--- config.mk ---
export PLATFORM = sky130hd
export DESIGN_NAME = wb_port_arbiter_flat
export DESIGN_NICKNAME = d
export VERILOG_FILES = /design/src/rtl/wb_port_arbiter_if.sv /design/src/rtl/wb_port_arbiter.sv /design/src/flat_wrapper.sv
export SDC_FILE = /design/constraint.sdc
export NUM_CORES = 1
export LEC_CHECK = 0
export CAP_MARGIN = 5
export CELL_PAD_IN_SITES_DETAIL_PLACEMENT = 0
export CELL_PAD_IN_SITES_GLOBAL_PLACEMENT = 1
export CORE_ASPECT_RATIO = 0.8
export CORE_MARGIN = 10
export CORE_UTILIZATION = 41
export DETAILED_ROUTE_END_ITERATION = 7
export HOLD_SLACK_MARGIN = 0.15
export PLACE_DENSITY = 0.88
export SYNTH_ARGS = -nofsm -noshare
export SYNTH_HDL_FRONTEND = slang
export SYNTH_SLANG_ARGS = --single-unit
export TNS_END_PERCENT = 5
--- constraint.sdc ---
create_clock -name clk -period 11.05 [get_ports clk]
set_input_delay 1.105 -clock clk [delete_from_list [all_inputs] [get_ports clk]]
set_output_delay 1.105 -clock clk [all_outputs]
set_load 0.05 [all_outputs]
--- src/rtl/wb_port_arbiter_if.sv ---
// Bundles the three producer handshakes, the exception strobe and the register-file write port.
// Pure wiring with no state and no latency.
// Backpressure is carried by the *_ok signals back to the producers.
interface wb_port_arbiter_if #(
  parameter int XLEN = 32
);
  logic [XLEN-1:0] alu_res;
  logic [4:0]      alu_rd;
  logic            alu_res_v;
  logic            alu_ok;

  logic [XLEN-1:0] mem_res;
  logic [4:0]      mem_rd;
  logic            mem_res_v;
  logic            mem_ok;

  logic [XLEN-1:0] csr_res;
  logic [4:0]      csr_rd;
  logic            csr_res_v;
  logic            csr_ok;
  logic            csr_exception;

  logic [XLEN-1:0] result;
  logic [4:0]      rd;
  logic            result_v;
  logic [7:0]      stall_cnt;

  // Arbiter side
  modport slave (
    input  alu_res, alu_rd, alu_res_v,
    input  mem_res, mem_rd, mem_res_v,
    input  csr_res, csr_rd, csr_res_v, csr_exception,
    output alu_ok, mem_ok, csr_ok,
    output result, rd, result_v, stall_cnt
  );

  // Producer / register-manager side
  modport master (
    output alu_res, alu_rd, alu_res_v,
    output mem_res, mem_rd, mem_res_v,
    output csr_res, csr_rd, csr_res_v, csr_exception,
    input  alu_ok, mem_ok, csr_ok,
    input  result, rd, result_v, stall_cnt
  );
endinterface

--- src/rtl/wb_port_arbiter.sv ---
// Shares the register-file write port between ALU, MEM and CSR via 1-entry buffers and an aging priority arbiter.
// Latency: transfer at edge N gives result_v in cycle N+1 at the earliest; 1 result/cycle from an uncontested source.
// Backpressure: X_ok = !buffer_valid || granted (ALU/MEM forced low on csr_exception); never depends on X_res_v.
module wb_port_arbiter #(
  parameter int XLEN         = 32,
  parameter int STARVE_LIMIT = 4
) (
  input logic             clk,
  input logic             rst,
  wb_port_arbiter_if.slave bus
);

  localparam int ALU = 0;
  localparam int MEM = 1;
  localparam int CSR = 2;
  localparam int CW  = $clog2(STARVE_LIMIT + 1);
  localparam logic [CW-1:0] LIMIT = CW'(STARVE_LIMIT);

  // Producer inputs gathered into arrays so every source is handled by the same loop
  logic [XLEN-1:0] in_res [3];
  logic [4:0]      in_rd  [3];
  logic [2:0]      in_v;

  assign in_res[ALU] = bus.alu_res;
  assign in_res[MEM] = bus.mem_res;
  assign in_res[CSR] = bus.csr_res;
  assign in_rd[ALU]  = bus.alu_rd;
  assign in_rd[MEM]  = bus.mem_rd;
  assign in_rd[CSR]  = bus.csr_rd;
  assign in_v        = {bus.csr_res_v, bus.mem_res_v, bus.alu_res_v};

  logic [2:0]      buf_v;
  logic [XLEN-1:0] buf_res  [3];
  logic [4:0]      buf_rd   [3];
  logic [CW-1:0]   wait_cnt [3];

  logic [2:0]      eligible;
  logic [2:0]      starved;
  logic [2:0]      cand;
  logic [2:0]      grant;
  logic [2:0]      ok;
  logic [2:0]      xfer;
  logic [2:0]      flush;

  logic [XLEN-1:0] wr_res;
  logic [4:0]      wr_rd;
  logic            wr_v;
  logic [7:0]      stall_q;

  // An exception removes ALU/MEM from contention so only CSR can reach the port that cycle
  assign flush = bus.csr_exception ? 3'b011 : 3'b000;

  // Pick one buffer: starved entries first, then fixed CSR > MEM > ALU priority
  always_comb begin
    eligible = buf_v & ~flush;
    starved  = '0;
    for (int i = 0; i < 3; i++) begin
      if (eligible[i] && (wait_cnt[i] == LIMIT)) begin
        starved[i] = 1'b1;
      end
    end
    cand  = (starved != 3'b000) ? starved : eligible;
    grant = '0;
    if (cand[CSR]) begin
      grant[CSR] = 1'b1;
    end else if (cand[MEM]) begin
      grant[MEM] = 1'b1;
    end else if (cand[ALU]) begin
      grant[ALU] = 1'b1;
    end
  end

  // Ready when the buffer is free or drains this cycle; flushed sources take nothing new
  always_comb begin
    ok = '0;
    for (int i = 0; i < 3; i++) begin
      ok[i] = (!buf_v[i] || grant[i]) && !flush[i];
    end
  end

  assign xfer = in_v & ok;

  // Write port is driven from the granted buffer, zero when idle
  always_comb begin
    wr_res = '0;
    wr_rd  = '0;
    wr_v   = 1'b0;
    for (int i = 0; i < 3; i++) begin
      if (grant[i]) begin
        wr_res = buf_res[i];
        wr_rd  = buf_rd[i];
        wr_v   = 1'b1;
      end
    end
  end

  // Buffer load/drain and wait-counter aging; a reload on the grant edge avoids a bubble
  always_ff @(posedge clk or posedge rst) begin
    if (rst) begin
      buf_v <= '0;
      for (int i = 0; i < 3; i++) begin
        buf_res[i]  <= '0;
        buf_rd[i]   <= '0;
        wait_cnt[i] <= '0;
      end
    end else begin
      for (int i = 0; i < 3; i++) begin
        if (flush[i]) begin
          buf_v[i]    <= 1'b0;
          wait_cnt[i] <= '0;
        end else if (xfer[i] && (in_rd[i] != 5'd0)) begin
          buf_v[i]    <= 1'b1;
          buf_res[i]  <= in_res[i];
          buf_rd[i]   <= in_rd[i];
          wait_cnt[i] <= '0;
        end else if (grant[i]) begin
          // Drained, and any concurrent x0 transfer is simply dropped
          buf_v[i]    <= 1'b0;
          wait_cnt[i] <= '0;
        end else if (buf_v[i] && (wait_cnt[i] != LIMIT)) begin
          wait_cnt[i] <= wait_cnt[i] + CW'(1);
        end
      end
    end
  end

  // Perf counter: cycles with two or more results competing for the port
  always_ff @(posedge clk or posedge rst) begin
    if (rst) begin
      stall_q <= '0;
    end else if (((buf_v[0] & buf_v[1]) | (buf_v[0] & buf_v[2]) | (buf_v[1] & buf_v[2]))
                 && (stall_q != 8'hFF)) begin
      stall_q <= stall_q + 8'd1;
    end
  end

  assign bus.alu_ok    = ok[ALU];
  assign bus.mem_ok    = ok[MEM];
  assign bus.csr_ok    = ok[CSR];
  assign bus.result    = wr_res;
  assign bus.rd        = wr_rd;
  assign bus.result_v  = wr_v;
  assign bus.stall_cnt = stall_q;

endmodule

--- src/flat_wrapper.sv ---
// flat-port wrapper written by rule: the top's interface ports become plain ports
module wb_port_arbiter_flat 
#(
  parameter int XLEN         = 32,
  parameter int STARVE_LIMIT = 4
)
  (clk, rst, bus_alu_res, bus_alu_rd, bus_alu_res_v, bus_mem_res, bus_mem_rd, bus_mem_res_v, bus_csr_res, bus_csr_rd, bus_csr_res_v, bus_csr_exception, bus_alu_ok, bus_mem_ok, bus_csr_ok, bus_result, bus_rd, bus_result_v, bus_stall_cnt);
  wb_port_arbiter_if #(.XLEN(XLEN)) bus_i ();
  input logic clk;
  input logic rst;
  input wire logic [$bits(bus_i.alu_res)-1:0] bus_alu_res;
  input wire logic [$bits(bus_i.alu_rd)-1:0] bus_alu_rd;
  input wire logic [$bits(bus_i.alu_res_v)-1:0] bus_alu_res_v;
  input wire logic [$bits(bus_i.mem_res)-1:0] bus_mem_res;
  input wire logic [$bits(bus_i.mem_rd)-1:0] bus_mem_rd;
  input wire logic [$bits(bus_i.mem_res_v)-1:0] bus_mem_res_v;
  input wire logic [$bits(bus_i.csr_res)-1:0] bus_csr_res;
  input wire logic [$bits(bus_i.csr_rd)-1:0] bus_csr_rd;
  input wire logic [$bits(bus_i.csr_res_v)-1:0] bus_csr_res_v;
  input wire logic [$bits(bus_i.csr_exception)-1:0] bus_csr_exception;
  output wire logic [$bits(bus_i.alu_ok)-1:0] bus_alu_ok;
  output wire logic [$bits(bus_i.mem_ok)-1:0] bus_mem_ok;
  output wire logic [$bits(bus_i.csr_ok)-1:0] bus_csr_ok;
  output wire logic [$bits(bus_i.result)-1:0] bus_result;
  output wire logic [$bits(bus_i.rd)-1:0] bus_rd;
  output wire logic [$bits(bus_i.result_v)-1:0] bus_result_v;
  output wire logic [$bits(bus_i.stall_cnt)-1:0] bus_stall_cnt;
  assign bus_i.alu_res = bus_alu_res;
  assign bus_i.alu_rd = bus_alu_rd;
  assign bus_i.alu_res_v = bus_alu_res_v;
  assign bus_i.mem_res = bus_mem_res;
  assign bus_i.mem_rd = bus_mem_rd;
  assign bus_i.mem_res_v = bus_mem_res_v;
  assign bus_i.csr_res = bus_csr_res;
  assign bus_i.csr_rd = bus_csr_rd;
  assign bus_i.csr_res_v = bus_csr_res_v;
  assign bus_i.csr_exception = bus_csr_exception;
  assign bus_alu_ok = bus_i.alu_ok;
  assign bus_mem_ok = bus_i.mem_ok;
  assign bus_csr_ok = bus_i.csr_ok;
  assign bus_result = bus_i.result;
  assign bus_rd = bus_i.rd;
  assign bus_result_v = bus_i.result_v;
  assign bus_stall_cnt = bus_i.stall_cnt;
  wb_port_arbiter #(.XLEN(XLEN), .STARVE_LIMIT(STARVE_LIMIT)) u_core (.clk(clk), .rst(rst), .bus(bus_i));
endmodule
==> results.json <==
{
  "status": "finished, final reports clean",
  "cts.path.max_buffers": 2,
  "synth_edf_count": 0,
  "grt_max_degree": 76,
  "synth_cells": 537,
  "dp_hpwl_um": 12400,
  "core_um2": 15000,
  "gr-total-overflow": 0,
  "ir_worst_vdd_uv": 104,
  "syn_to_final_growth_pct": 39.2,
  "drv_slew": 0,
  "ys_ff_latch": 131,
  "path_delay_family": "buffers and inverters",
  "combinationalPowerShare_pct": 23.8,
  "cts_sinks": 131,
  "postCtsResizedCells": 0,
  "slew_headroom_pct": 25.4,
  "seq_power_share_pct": 39.1,
  "tightest_slew_ns": 1.11,
  "required_ns": 9.95,
  "period_minus_slack_ns": 5.77,
  "rsz0062_at_grt": "false",
  "cp_common_cell": "clkdlybuf4s50_1",
  "hold_path.class": "reg2reg",
  "via_count": 4950,
  "clock_latency_ns": 0.42,
  "worstSetupPathType": "in2out",
  "drcViolationCount": 0,
  "synth_nets": 661,
  "hold_viol": 0,
  "cts_tree": "built",
  "seq_area_um2": 3280,
  "seq_area_frac_synth_pct": 52.7,
  "worst_setup_path_end_kind": "output pin",
  "io_buffers": 165,
  "fp.dieArea_um2": 20500,
  "antenna_found_initial": 1,
  "n_fill_cell": 1224,
  "grt_pass1_wl_um": 28000,
  "rows": 40,
  "drt-total-wl_um": 18000,
  "setup_viol": 0,
  "die_w_um": 158,
  "grt_pass1_vias": 5197,
  "grt_usage_pct": 17.5,
  "cts_setup_buffers": 0,
  "maxCapViolCount": 0,
  "p_sw_share_pct": 30.0,
  "hold_depth": 1,
  "cts_root_buf": "clkbuf_16",
  "ios": 166,
  "numCtsBuffers": 17,
  "pwr-share-clk_pct": 37.0,
  "path_cells": "clkdlybuf4s50_1, nand4b_4, o21ai_4, nand3_1, a31oi_1, clkdlybuf4s50_1",
  "crit_buf_inv": 2,
  "worstPathArrival_ns": 4.67,
  "period_share_pct": 52.2,
  "place_congestion": 0.820,
  "switchingPower_uw": 474,
  "reg2reg_depth": 5,
  "cp_max_fo": 37,
  "die_h_um": 130,
  "drt_iter0_drc": 281,
  "antenna_left": 0,
  "avgSynthCellArea_um2": 11.6,
  "fin_skew_ns": 0.00746,
  "dp_slack_ns": 5.25,
  "cp-start-kind": "input pin",
  "setup_slack_ns": 5.28,
  "cts_max_level": 4,
  "layout_common_cells": "clkdlybuf4s50_1 (165), dfrtp_1 (131), mux2_2 (95), nand3_1 (79), nor2_1 (44)",
  "clk_pin_slew_worst_paths_ns": 0.06,
  "synth_area_um2": 6220,
  "power.leakage_uw": 0.00348,
  "setup_tns_ns": 0,
  "slowest_delay_ns": 0.89,
  "holdBufCountCts": 0,
  "firstDrtPassIters": 5,
  "p_per_area_nw_per_um2": 182,
  "fmax_ghz": 0.173,
  "insertedDiodeCount": 0,
  "synth_flop_cell": "dfrtp_1",
  "final_common_cell": "clkdlybuf4s50_1",
  "drive_gt1_share_pct": 20.5,
  "crit_slowest_cell": "o21ai_4",
  "multi_input_area_um2": 2790,
  "wl_per_cell_um": 20.2,
  "via_per_inst": 5.56,
  "finalNetCount": 814,
  "initial_core_util_pct": 41.6,
  "yosysWarnings": 0,
  "synth_cell_types": 48,
  "ys_async_sr_fraction_pct": 100,
  "worst-path-stages": 6,
  "p_int_uw": 1100
}
## path summary, 6_finish.rpt
kind	startpoint	endpoint	slack [ns]
max in group asynchronous	rst	u_core.buf_res[75]	8.46
max reg2reg	u_core.buf_v[1]	u_core.buf_res[74]	7.51
min reg2reg	u_core.buf_res[65]	u_core.buf_res[65]	0.50
max	bus_csr_exception	bus_rd[4]	5.28
min in group asynchronous	rst	u_core.buf_res[70]	1.15
min	u_core.buf_res[65]	u_core.buf_res[65]	0.50
## sequential cells by signal, summed over array words and instances (netlist names)
signal,count
u_core.buf_v,3
u_core.wait_cnt,9
u_core.buf_res,96
u_core.buf_rd,15
u_core.bus.stall_cnt,8
## stage by stage
step	std cells	hold slack (ns)	power [uW]	instance area, um^2	util [%]
after floorplan	537	0.458	853	6220	-
after global placement	860	0.470	989	8050	53.8
after detailed placement	860	0.481	1000	8050	53.8
after CTS	890	0.497	1590	8660	57.9
after global routing	890	0.508	1640	8660	57.9
final	890	0.496	1580	8660	57.9
## worst register-to-register path, cell delays in order (launching register included)
cell	delay (ns)
dfrtp_1	0.60
nor2b_4	0.90
o21ai_0	0.36
o2111ai_4	0.67
buf_4	0.49
mux2_2	0.40
## layout make-up
class | count | area share, %
Tap cell | 189 | 2.73
Clock inverter | 8 | 1.46
Sequential cell | 131 | 37.9
Clock buffer | 22 | 5.59
Inverter | 12 | 0.549
Multi-Input combinational cell | 357 | 32.2
Timing Repair Buffer | 171 | 19.6
## power by group through the flow
| stage | Combinational, uW | Sequential [uW] | Clock, uW |
|---|---|---|---|
| after detailed placement | 378 | 623 | 0 |
| after global placement | 371 | 619 | 0 |
| after CTS | 381 | 616 | 594 |
| after floorplan | 208 | 645 | 0 |
| after global routing | 400 | 628 | 613 |
| final | 376 | 618 | 585 |
## kinds of logic after synthesis
logic type	after synthesis	synth area share [%]
adder cells (fa/ha/maj)	8	1.57
multiplexers	113	20.4
buffers and inverters	49	3.66
AO/OA/AOI/OAI	67	7.24
flip-flops	131	52.7
XOR/XNOR	10	1.41
AND/OR/NAND/NOR	159	13.0
## synthesized netlist by cell type, types with 2 or more instances
| cell type | count | area share (%) |
|---|---|---|
| mux2i_1 | 2 | 0.32 |
| nor2b_1 | 2 | 0.20 |
| nor2_1 | 44 | 2.7 |
| a21oi_1 | 4 | 0.32 |
| buf_1 | 3 | 0.18 |
| nand3_1 | 79 | 6.4 |
| and4b_1 | 2 | 0.32 |
| xor2_1 | 5 | 0.70 |
| dfrtp_1 | 131 | 53 |
| o21ai_0 | 2 | 0.16 |
| nor3_1 | 7 | 0.56 |
| nand2_1 | 9 | 0.54 |
| nand2b_1 | 2 | 0.20 |
| xnor2_1 | 5 | 0.70 |
| o211ai_1 | 2 | 0.24 |
| a22o_1 | 2 | 0.28 |
| or4_1 | 3 | 0.36 |
| buf_2 | 8 | 0.64 |
| ha_1 | 7 | 1.4 |
| buf_4 | 3 | 0.36 |
| mux2_2 | 95 | 17 |
| a32o_1 | 2 | 0.32 |
| mux2_1 | 16 | 2.9 |
| inv_1 | 12 | 0.72 |
| and3_1 | 2 | 0.20 |
| a31oi_1 | 39 | 3.9 |
| clkbuf_1 | 20 | 1.2 |
| buf_6 | 3 | 0.54 |
| o21ai_1 | 5 | 0.40 |
| and4_1 | 2 | 0.28 |
| a31o_2 | 2 | 0.28 |
## metal layers
layer  GRT usage [%]  vias up  share of wire, %
met2            26.1      208                45
met1            22.7     2462                43
met4            6.31        2               1.5
li1                -     2254                 -
met3            6.91       24               9.6
met5               0        -             0.072
(Power assumes the default switching activity.)
